`src/rtl/fetch_unpacker.sv`:
```
// Fetch unpacker: splits 2-slot fetch packets from a showahead FIFO into single
// instructions on a registered valid/ready port. Optional perf counters: FETCH_UNPACK_PERF_EN.
module fetch_unpacker #(
  parameter int DATA_WIDTH = 32,
  parameter int PC_WIDTH   = 32
) (
  input  logic                  clk,
  input  logic                  rst_n,
  input  logic                  flush,
  input  logic                  in_valid,
  input  logic [PC_WIDTH-1:0]   in_pc,
  input  logic [DATA_WIDTH-1:0] in_inst0,
  input  logic [DATA_WIDTH-1:0] in_inst1,
  input  logic [1:0]            in_mask,
  output logic                  in_pop,
  output logic                  out_valid,
  input  logic                  out_ready,
  output logic [PC_WIDTH-1:0]   out_pc,
  output logic [DATA_WIDTH-1:0] out_inst,
  output logic                  out_slot,
  output logic [31:0]           perf_inst_cnt,
  output logic [31:0]           perf_bubble_cnt
);

  logic ptr;
  logic load, has_slot, sel, last, emit;
  logic unused_pc_lsb;

  assign unused_pc_lsb = ^in_pc[2:0];

  // Slot 0 is only eligible while the pointer still sits on it; slot 1 is the fallback.
  always_comb begin
    load     = ~out_valid | out_ready;
    has_slot = (~ptr & in_mask[0]) | in_mask[1];
    sel      = ~(~ptr & in_mask[0]);
    last     = ~(~ptr & in_mask[0] & in_mask[1]);
    emit     = in_valid & load & ~flush & has_slot;
    in_pop   = rst_n & in_valid & load & last & ~flush;
  end

  always_ff @(posedge clk or negedge rst_n) begin
    if (!rst_n) begin
      out_valid <= 1'b0;
      out_pc    <= '0;
      out_inst  <= '0;
      out_slot  <= 1'b0;
    end else if (flush) begin
      out_valid <= 1'b0;
    end else if (load) begin
      out_valid <= emit;
      if (emit) begin
        out_inst <= sel ? in_inst1 : in_inst0;
        out_pc   <= {in_pc[PC_WIDTH-1:3], sel, 2'b00};
        out_slot <= sel;
      end
    end
  end

  always_ff @(posedge clk or negedge rst_n) begin
    if (!rst_n)      ptr <= 1'b0;
    else if (flush)  ptr <= 1'b0;
    else if (in_pop) ptr <= 1'b0;
    else if (emit)   ptr <= ~sel;
  end

  // The head packet must not change shape once its slot 0 has been consumed.
  mask_stable_a: assert property (@(posedge clk) disable iff (!rst_n || flush)
    (ptr && in_valid && $past(in_valid)) |-> $stable(in_mask));

`ifdef FETCH_UNPACK_PERF_EN
  always_ff @(posedge clk or negedge rst_n) begin
    if (!rst_n) begin
      perf_inst_cnt   <= '0;
      perf_bubble_cnt <= '0;
    end else begin
      if (out_valid & out_ready)  perf_inst_cnt   <= perf_inst_cnt + 32'd1;
      if (out_ready & ~out_valid) perf_bubble_cnt <= perf_bubble_cnt + 32'd1;
    end
  end
`else
  assign perf_inst_cnt   = '0;
  assign perf_bubble_cnt = '0;
`endif

endmodule

```
`config.mk`:
```
export PLATFORM = sky130hd
export DESIGN_NAME = fetch_unpacker
export DESIGN_NICKNAME = d
export VERILOG_FILES = /design/src/rtl/fetch_unpacker.sv
export SDC_FILE = /design/constraint.sdc
export NUM_CORES = 1
export LEC_CHECK = 0
export CAP_MARGIN = 25
export CORE_MARGIN = 4
export CORE_UTILIZATION = 34
export CTS_BUF_LIST = sky130_fd_sc_hd__clkbuf_8
export CTS_CLUSTER_DIAMETER = 30
export CTS_CLUSTER_SIZE = 14
export DETAILED_ROUTE_END_ITERATION = 8
export GPL_ROUTABILITY_DRIVEN = 0
export MAX_ROUTING_LAYER = met4
export PLACE_DENSITY = 0.89
export SLEW_MARGIN = 5
export SYNTH_ARGS = -nofsm -noshare
export SYNTH_HDL_FRONTEND = slang
export SYNTH_SLANG_ARGS = --single-unit
```
`constraint.sdc`:
```
create_clock -name clk -period 1.5 [get_ports clk]
set_input_delay 0.3 -clock clk [delete_from_list [all_inputs] [get_ports clk]]
set_output_delay 0.3 -clock clk [all_outputs]
set_load 0.02 [all_outputs]
```
== Word-level counts from Yosys, hierarchy flattened ==
Index checks and enable logic that the tools add are counted.
Storage, ports and cells
  register bits: 65
  bits of input ports: 103
  output and inout port bits: 131
  word-level logic and storage cells: 30
Operators by class
  mux-type cells: 6
  bitwise logic cells: 16
  reductions and logical operators: 3
Operator list (number)
  32-bit two-way mux: 1
  1-bit bitwise AND: 9
  1-bit two-way mux: 5
  1-bit inverter: 5
  3-bit AND reduction: 1
  3-bit nonzero test: 1
  1-bit OR: 2
  2-bit nonzero test: 1

== Logic depth before layout (Yosys ltp) ==
Gate-level depths: netlist of run 1.
  word-level depth: 8
  depth in mapped cells: 6
  mapped depth without buffers: 3

== Worst setup path before layout of run 1 ==
OpenSTA, ideal clock, no wires.
  kind: reg-to-output
  start: register out_valid
  end: output port in_pop
  arrival time: 1.408 ns
  data required time: 1.200 ns
  slack: -0.208 ns
  cell stages (with the launch flop): 5
  path buffers: 1
  path through: dfrtp_1 > nand2b_1 > clkbuf_2 > nand2_1 > a211oi_1
On the way
  word-level cells in the longest chain between the ends: 5
Ends and longest elaborated chain
  from (decl): RTL line 16  | output logic out_valid,
  from (signal assigned): RTL line 50  | out_valid <= emit;
  1-bit inverter: RTL line 33  | load = ~out_valid | out_ready;
  1-bit OR: RTL line 33
  1-bit bitwise AND (3 in series): RTL line 38  | in_pop = rst_n & in_valid & load & last & ~flush;
  to (decl): RTL line 15  | output logic in_pop,
Every way passes these cells.

== Final worst setup path of run 1 ==
  start: register ptr
  end: register out_inst[6]
On the way
  word-level cells in the longest chain between the ends: 5
  elaborated cells on any way between the ends: 6
  classes of those cells: 1 x mux; 4 x bitwise; 1 x reduce/logical
Ends and longest elaborated chain
  from (decl): RTL line 25  | logic ptr;
  from (signal assigned): RTL line 63  | else if (emit) ptr <= ~sel;
  1-bit inverter *: RTL line 34, 35
  1-bit bitwise AND *: RTL line 34, 35
  1-bit OR: RTL line 34  | has_slot = (~ptr & in_mask[0]) | in_mask[1];
  1-bit bitwise AND: RTL line 37  | emit = in_valid & load & ~flush & has_slot;
  3-bit AND reduction (no line)
  to (signal assigned): RTL line 52  | out_inst <= sel ? in_inst1 : in_inst0;
  to (decl): RTL line 19  | output logic [DATA_WIDTH-1:0] out_inst,
Every way passes the cells marked *; elsewhere a longest branch is shown, timed or not.
A chain may end at the register's enable or synchronous reset.

==> impl_metrics.json, run 1 <==
{
  "crit_path_end_kind": "flip-flop",
  "fin_crit_ns": 1.60,
  "synth_cell_types": 26,
  "dpl_cell_area_um2": 5120,
  "num_rows": 36,
  "vdd_ir_drop_max_mv": 0.797,
  "maxSlewHeadroom_pct": 45.2,
  "cts_made_buffers": 9,
  "finalWirelength_um": 13300,
  "first_pass_iters": 4,
  "grt_remaining_overflow": 0,
  "ys_ff_latch": 64,
  "diodes": 0,
  "dieArea_um2": 12000,
  "drt_iter0_drc": 75,
  "synth.top_cell.area_share_pct": 45.5,
  "die_w_um": 110,
  "detailroute.via_count": 3086,
  "clock_skew_ns": 0.00791,
  "syn2layout_area_growth_pct": 73.4,
  "crit_fanout": 35,
  "drive_gt1_share_pct": 28.7,
  "hpwl_um": 7880,
  "cp.required_ns": 1.71,
  "grt_usage_pct": 20.0,
  "cts-hold-fix-buffers": 0,
  "final_common_cell": "clkdlybuf4s50_1",
  "clk_path_buf_depth": 2,
  "ant_nets": 0,
  "detail_route.wl_per_cell_um": 21.6,
  "clk_latency_ns": 0.34,
  "final_util_pct": 61.5,
  "final_cell_mix": "clkdlybuf4s50_1, conb_1, dlygate4sd2_1",
  "synth.area.top_cells": "dfrtp_1, buf_4, and3b_1",
  "post-route-period-util_pct": 107,
  "tns_ns": -2.88,
  "drcViolationCount": 0,
  "cts-htree-levels": 3,
  "core_um2": 9910,
  "p_leak_uw": 0.00281,
  "maxSlewViolCount": 0,
  "worstSetupPathType": "flip-flop to flip-flop",
  "cts_tree": "built",
  "antenna_found_initial": 0,
  "worst_slack_ns": -0.100,
  "setup_viol": 55,
  "ios": 234,
  "grt_pass1_vias": 3327,
  "syn_area_um2": 3520,
  "max_freq_ghz": 0.625,
  "clk_pin_slew_ns": 0.08,
  "nets": 584,
  "finalHoldViolCount": 0,
  "die_height_um": 110,
  "yosysTopAreaCell": "dfrtp_1",
  "final_area_um2": 6100,
  "rsz0062_at_grt": "true",
  "cts_root_buffer": "clkbuf_8",
  "grt_pass1_wl_um": 17600,
  "grt_max_degree": 65,
  "start_util_pct": 35.5,
  "hold_path_class": "input port to async pin",
  "critPathLaunchType": "flip-flop",
  "worstPathArrival_ns": 1.81,
  "clock-sinks": 64,
  "yosysWarnings": 0,
  "cap_violations": 0,
  "syn_area_per_cell_um2": 11.9,
  "vias_per_cell": 4.99,
  "outcome": "finished with violations",
  "syn_inst": 296,
  "failed_checks": "negative setup slack",
  "pwr_density_cell_nw_per_um2": 1050,
  "port_buffers": 164,
  "yosysSeqAreaShare_pct": 45.5,
  "worst_slew_pin_slew_ns": 0.822
}
-- kinds of logic after synthesis --
logic type             synth area share, %
muxes                                 9.28
buffers and inverters                 18.2
and+or+nand+nor                       9.36
AOI/OAI and AO/OA                     17.5
other                                0.107
DFF                                   45.5
-- through the flow --
step           hold slack [ns]  cells  power [uW]  worst slack, ns
6_report                 0.302    618        6380           -0.100
5_1_grt                  0.356    618        6660           -0.121
4_1_cts                  0.316    615        6050          -0.0967
3_5_place_dp             0.473    588        4620           -0.727
3_3_place_gp             0.471    588        4560           -0.691
2_1_floorplan          0.00441    361        3540          0.00703
-- critical path, cell delays in order (launching register included) --
cell and delay [ns]:
dfrtp_2 0.44, buf_4 0.15, buf_12 0.16, nand2b_4 0.20, clkbuf_16 0.19, a31oi_1 0.20, o2bb2ai_1 0.10
-- flip-flops by register name, summed over array words and instances, names as in the netlist --
signal / count
ptr: 1
out_inst: 32
out_valid: 1
out_pc: 30
-- repair_timing --
action	CTS	global route
pin swaps	3	22
endpoints found under the setup margin	125	58
gates cloned	3	4
buffers inserted	9	1
gates resized for setup	115	75
-- metal layers --
layer  global-route usage (%)  vias up  part of all wire, %
li1                         -     1334                    -
met4                     8.46        0                  1.5
met1                     22.6     1532                   37
met2                     32.2      202                   52
met5                        -        -                    0
met3                     6.87       18                  9.5
-- Yosys cell counts (all sizes together) --
master / n
and3b: 32
mux2: 29
a211oi: 1
inv: 1
o211ai: 1
nor2b: 1
dfrtp: 64
o2111a: 1
o21ai: 1
o2bb2ai: 32
and2b: 1
a21oi: 1
conb: 1
nor3: 1
a41oi: 1
nand2b: 3
a31oi: 34
buf: 76
nand2: 1
clkbuf: 14
-- cell type report --
class | instances | area [um2]
clock inverters | 6 | 71.3
well taps | 133 | 166
inverters | 1 | 3.75
fillers | 726 | 3810
multi-input cells | 206 | 2080
repair buffers | 199 | 2050
clock buffers | 9 | 124
flip-flops and latches | 64 | 1600
-- report_power, final --
part           total [uW]  switching [uW]  internal (uW)
sequential           2310             245           2070
clock                1530             765            767
combinational        2540            1310           1230
-- path summary, 6_finish.rpt --
path | from | to | slack (ns) | cells after the start
min | rst_n | out_pc[5] | 0.30 | 3
min in group clk | flush | out_valid | 0.39 | 3
max reg2reg | ptr | out_inst[6] | -0.10 | 6
min reg2reg | out_inst[24] | out_inst[24] | 0.49 | 1
max in group asynchronous | rst_n | ptr | 0.63 | 3
max | ptr | out_inst[6] | -0.10 | 6
Power figures use the tool's default switching activity.
==> inputs of run 2 (changes only) <==
CAP_MARGIN = 20   (was 25)
CORE_UTILIZATION = 33   (was 34)
CTS_BUF_LIST = sky130_fd_sc_hd__clkbuf_16   (was sky130_fd_sc_hd__clkbuf_8)
PLACE_DENSITY = 0.87   (was 0.89)
==> run 2 against run 1 <==
  * The run still ends with negative setup slack left
  * Sequential share of layout area shrank 1.6 points
  * Final area grew 6.6%
  * Clock skew shrank 0.00052 ns
  * Sequential power is essentially flat
  * Via count grew 5.0%
  * Non-clock buffer count grew 10
  * Register-to-register slack is essentially flat
  * Combinational power grew 6%
  * Count of clock-buffer cells in the layout is the same
  * Worst setup slack lost 0.0078 ns
  * First-iteration DRC count grew 91%
  * Core utilization grew 1.1 points
  * Highest routed layer unchanged
==> impl_metrics.json, run 2 (synthesized netlist as in run 1, its figures left out) <==
{
  "cp_slowest_cell": "dfrtp_1",
  "maxSlewHeadroom_pct": 44.9,
  "clock_skew_ns": 0.00739,
  "path_delay_family": "buffers and inverters",
  "final_util_pct": 62.7,
  "reg2reg_depth": 6,
  "first_pass_iters": 4,
  "diodes": 0,
  "dieArea_um2": 12400,
  "ios": 234,
  "worstPathArrival_ns": 1.82,
  "pwr_density_cell_nw_per_um2": 1120,
  "p_leak_uw": 0.00296,
  "place_ws_ns": -0.680,
  "crit_path_end_kind": "flip-flop",
  "die_w_um": 111,
  "core_um2": 10400,
  "cap_violations": 0,
  "drt_iter0_drc": 143,
  "failed_checks": "negative setup slack",
  "cts-htree-levels": 3,
  "wl_met2_um": 7530,
  "finalWirelength_um": 14600,
  "cts_root_buffer": "clkbuf_16",
  "grt_usage_pct": 21.2,
  "route.met3.wl_um": 1200,
  "largest-register": "out_inst",
  "maxSlewViolCount": 0,
  "grt_max_degree": 44,
  "port_buffers": 164,
  "final-instance-count-excl-fill": 632,
  "worst_slack_ns": -0.108,
  "syn2layout_area_growth_pct": 84.8,
  "clock-sinks": 64,
  "detail_route.wl_per_cell_um": 23.1,
  "critical_path_buf_inv_count": 3,
  "largest_register_ffs": 32,
  "cp.required_ns": 1.71,
  "met1_length_um": 5440,
  "start_util_pct": 33.9,
  "crit_cells": 6,
  "crit_top_cell": "buf_6",
  "grt_remaining_overflow": 0,
  "antenna_found_initial": 0,
  "grt_pass1_wl_um": 19700,
  "rsz0062_at_grt": "true",
  "crit_fanout": 8,
  "max_freq_ghz": 0.622,
  "final_cell_mix": "clkdlybuf4s50_1, conb_1, dlygate4sd2_1",
  "hold_path_class": "input port to async pin",
  "cts_made_buffers": 9,
  "dp_cells": 593,
  "final_common_cell": "clkdlybuf4s50_1",
  "detailroute.via_count": 3240,
  "nets": 594,
  "worst_slew_pin_slew_ns": 0.824,
  "outcome": "finished with violations",
  "cts_tree": "built",
  "num_rows": 37,
  "drcViolationCount": 0,
  "worstSetupPathType": "flip-flop to flip-flop",
  "finalHoldViolCount": 0,
  "clk_path_buf_depth": 2,
  "post-route-period-util_pct": 107,
  "hpwl_um": 8150,
  "fin_crit_ns": 1.61,
  "vdd_ir_drop_max_mv": 0.730,
  "highest_layer": "met4",
  "ant_nets": 0,
  "crit_chain": "nor2b_4, buf_6, o211ai_4, buf_6, buf_16, mux2_4",
  "clk_pin_slew_ns": 0.06,
  "drive_gt1_share_pct": 30.4,
  "grt_pass1_vias": 3525,
  "die_height_um": 111,
  "critPathLaunchType": "flip-flop",
  "reg.largest.list": "out_inst x32, out_pc x30",
  "vias_per_cell": 5.13,
  "max_stage_delay_ns": 0.42,
  "clk_latency_ns": 0.33,
  "setup_viol": 39
}
## run 2: changes by cell type in the layout (fill, tap and decap cells not counted), moves of 3 or more
cell / delta
a31oi_2: -9
buf_4: +4
clkbuf_8: -9
o2bb2ai_1: -4
clkbuf_16: +8
buf_6: +3
a31oi_4: +11
## run 2: metal layers
layer  GRT usage, %  vias up
met5              -        -
met4           8.03        0
met3           5.95       34
met2           36.7      222
met1           23.1     1625
li1               -     1359
## run 2: stage by stage
stage,hold slack [ns],TNS [ns],cell area [um2],power [uW]
2_1_floorplan,0.00441,0,3770,3540
3_3_place_gp,0.337,-28.97,5110,4570
3_5_place_dp,0.345,-31.45,5110,4630
4_1_cts,0.280,-2.44,5950,6920
5_1_grt,0.293,-3.91,6500,7570
6_report,0.257,-2.16,6500,7290
## run 2: path summary, 6_finish.rpt
| path | from | endpoint | slack (ns) |
|---|---|---|---|
| setup / recovery | ptr | out_pc[26] | -0.11 |
| hold / removal | rst_n | out_inst[18] | 0.26 |
| setup reg to reg | ptr | out_pc[26] | -0.11 |
| hold reg to reg | out_inst[18] | out_inst[18] | 0.49 |
| max in group asynchronous | rst_n | out_inst[26] | 0.18 |
| min in group clk | flush | out_valid | 0.40 |
## run 2: where the power goes
part	switching [uW]	internal, uW	leakage, uW	total (uW)
logic	1390	1310	0.00202	2700
registers	263	2070	0.000781	2340
clock network	814	1440	0.000160	2260
total	2460	4830	0.00296	7290
## run 2: final cells by class
cell class	count	area (um2)
clock buffer	9	225
fill	706	3870
inverter	1	3.75
sequential	64	1600
multi-input combinational	206	2230
clock inverter	7	88.8
tap	136	170
timing repair buffer	209	2170
## run 2: worst register-to-register path, cell delays in order (launching register included)
cell and delay (ns):
dfrtp_1 0.42, nor2b_4 0.07, buf_6 0.12, o211ai_4 0.24, buf_6 0.17, buf_16 0.16
mux2_4 0.31
## run 2: repair_timing
action | in CTS | in global routing
endpoints found under the hold margin | 16 | 0
setup endpoints to repair | 126 | 62
buffers inserted | 9 | 4
hold buffers | 2 | 0
cloned | 7 | 3
pin swaps | 12 | 41
resized for setup | 145 | 73
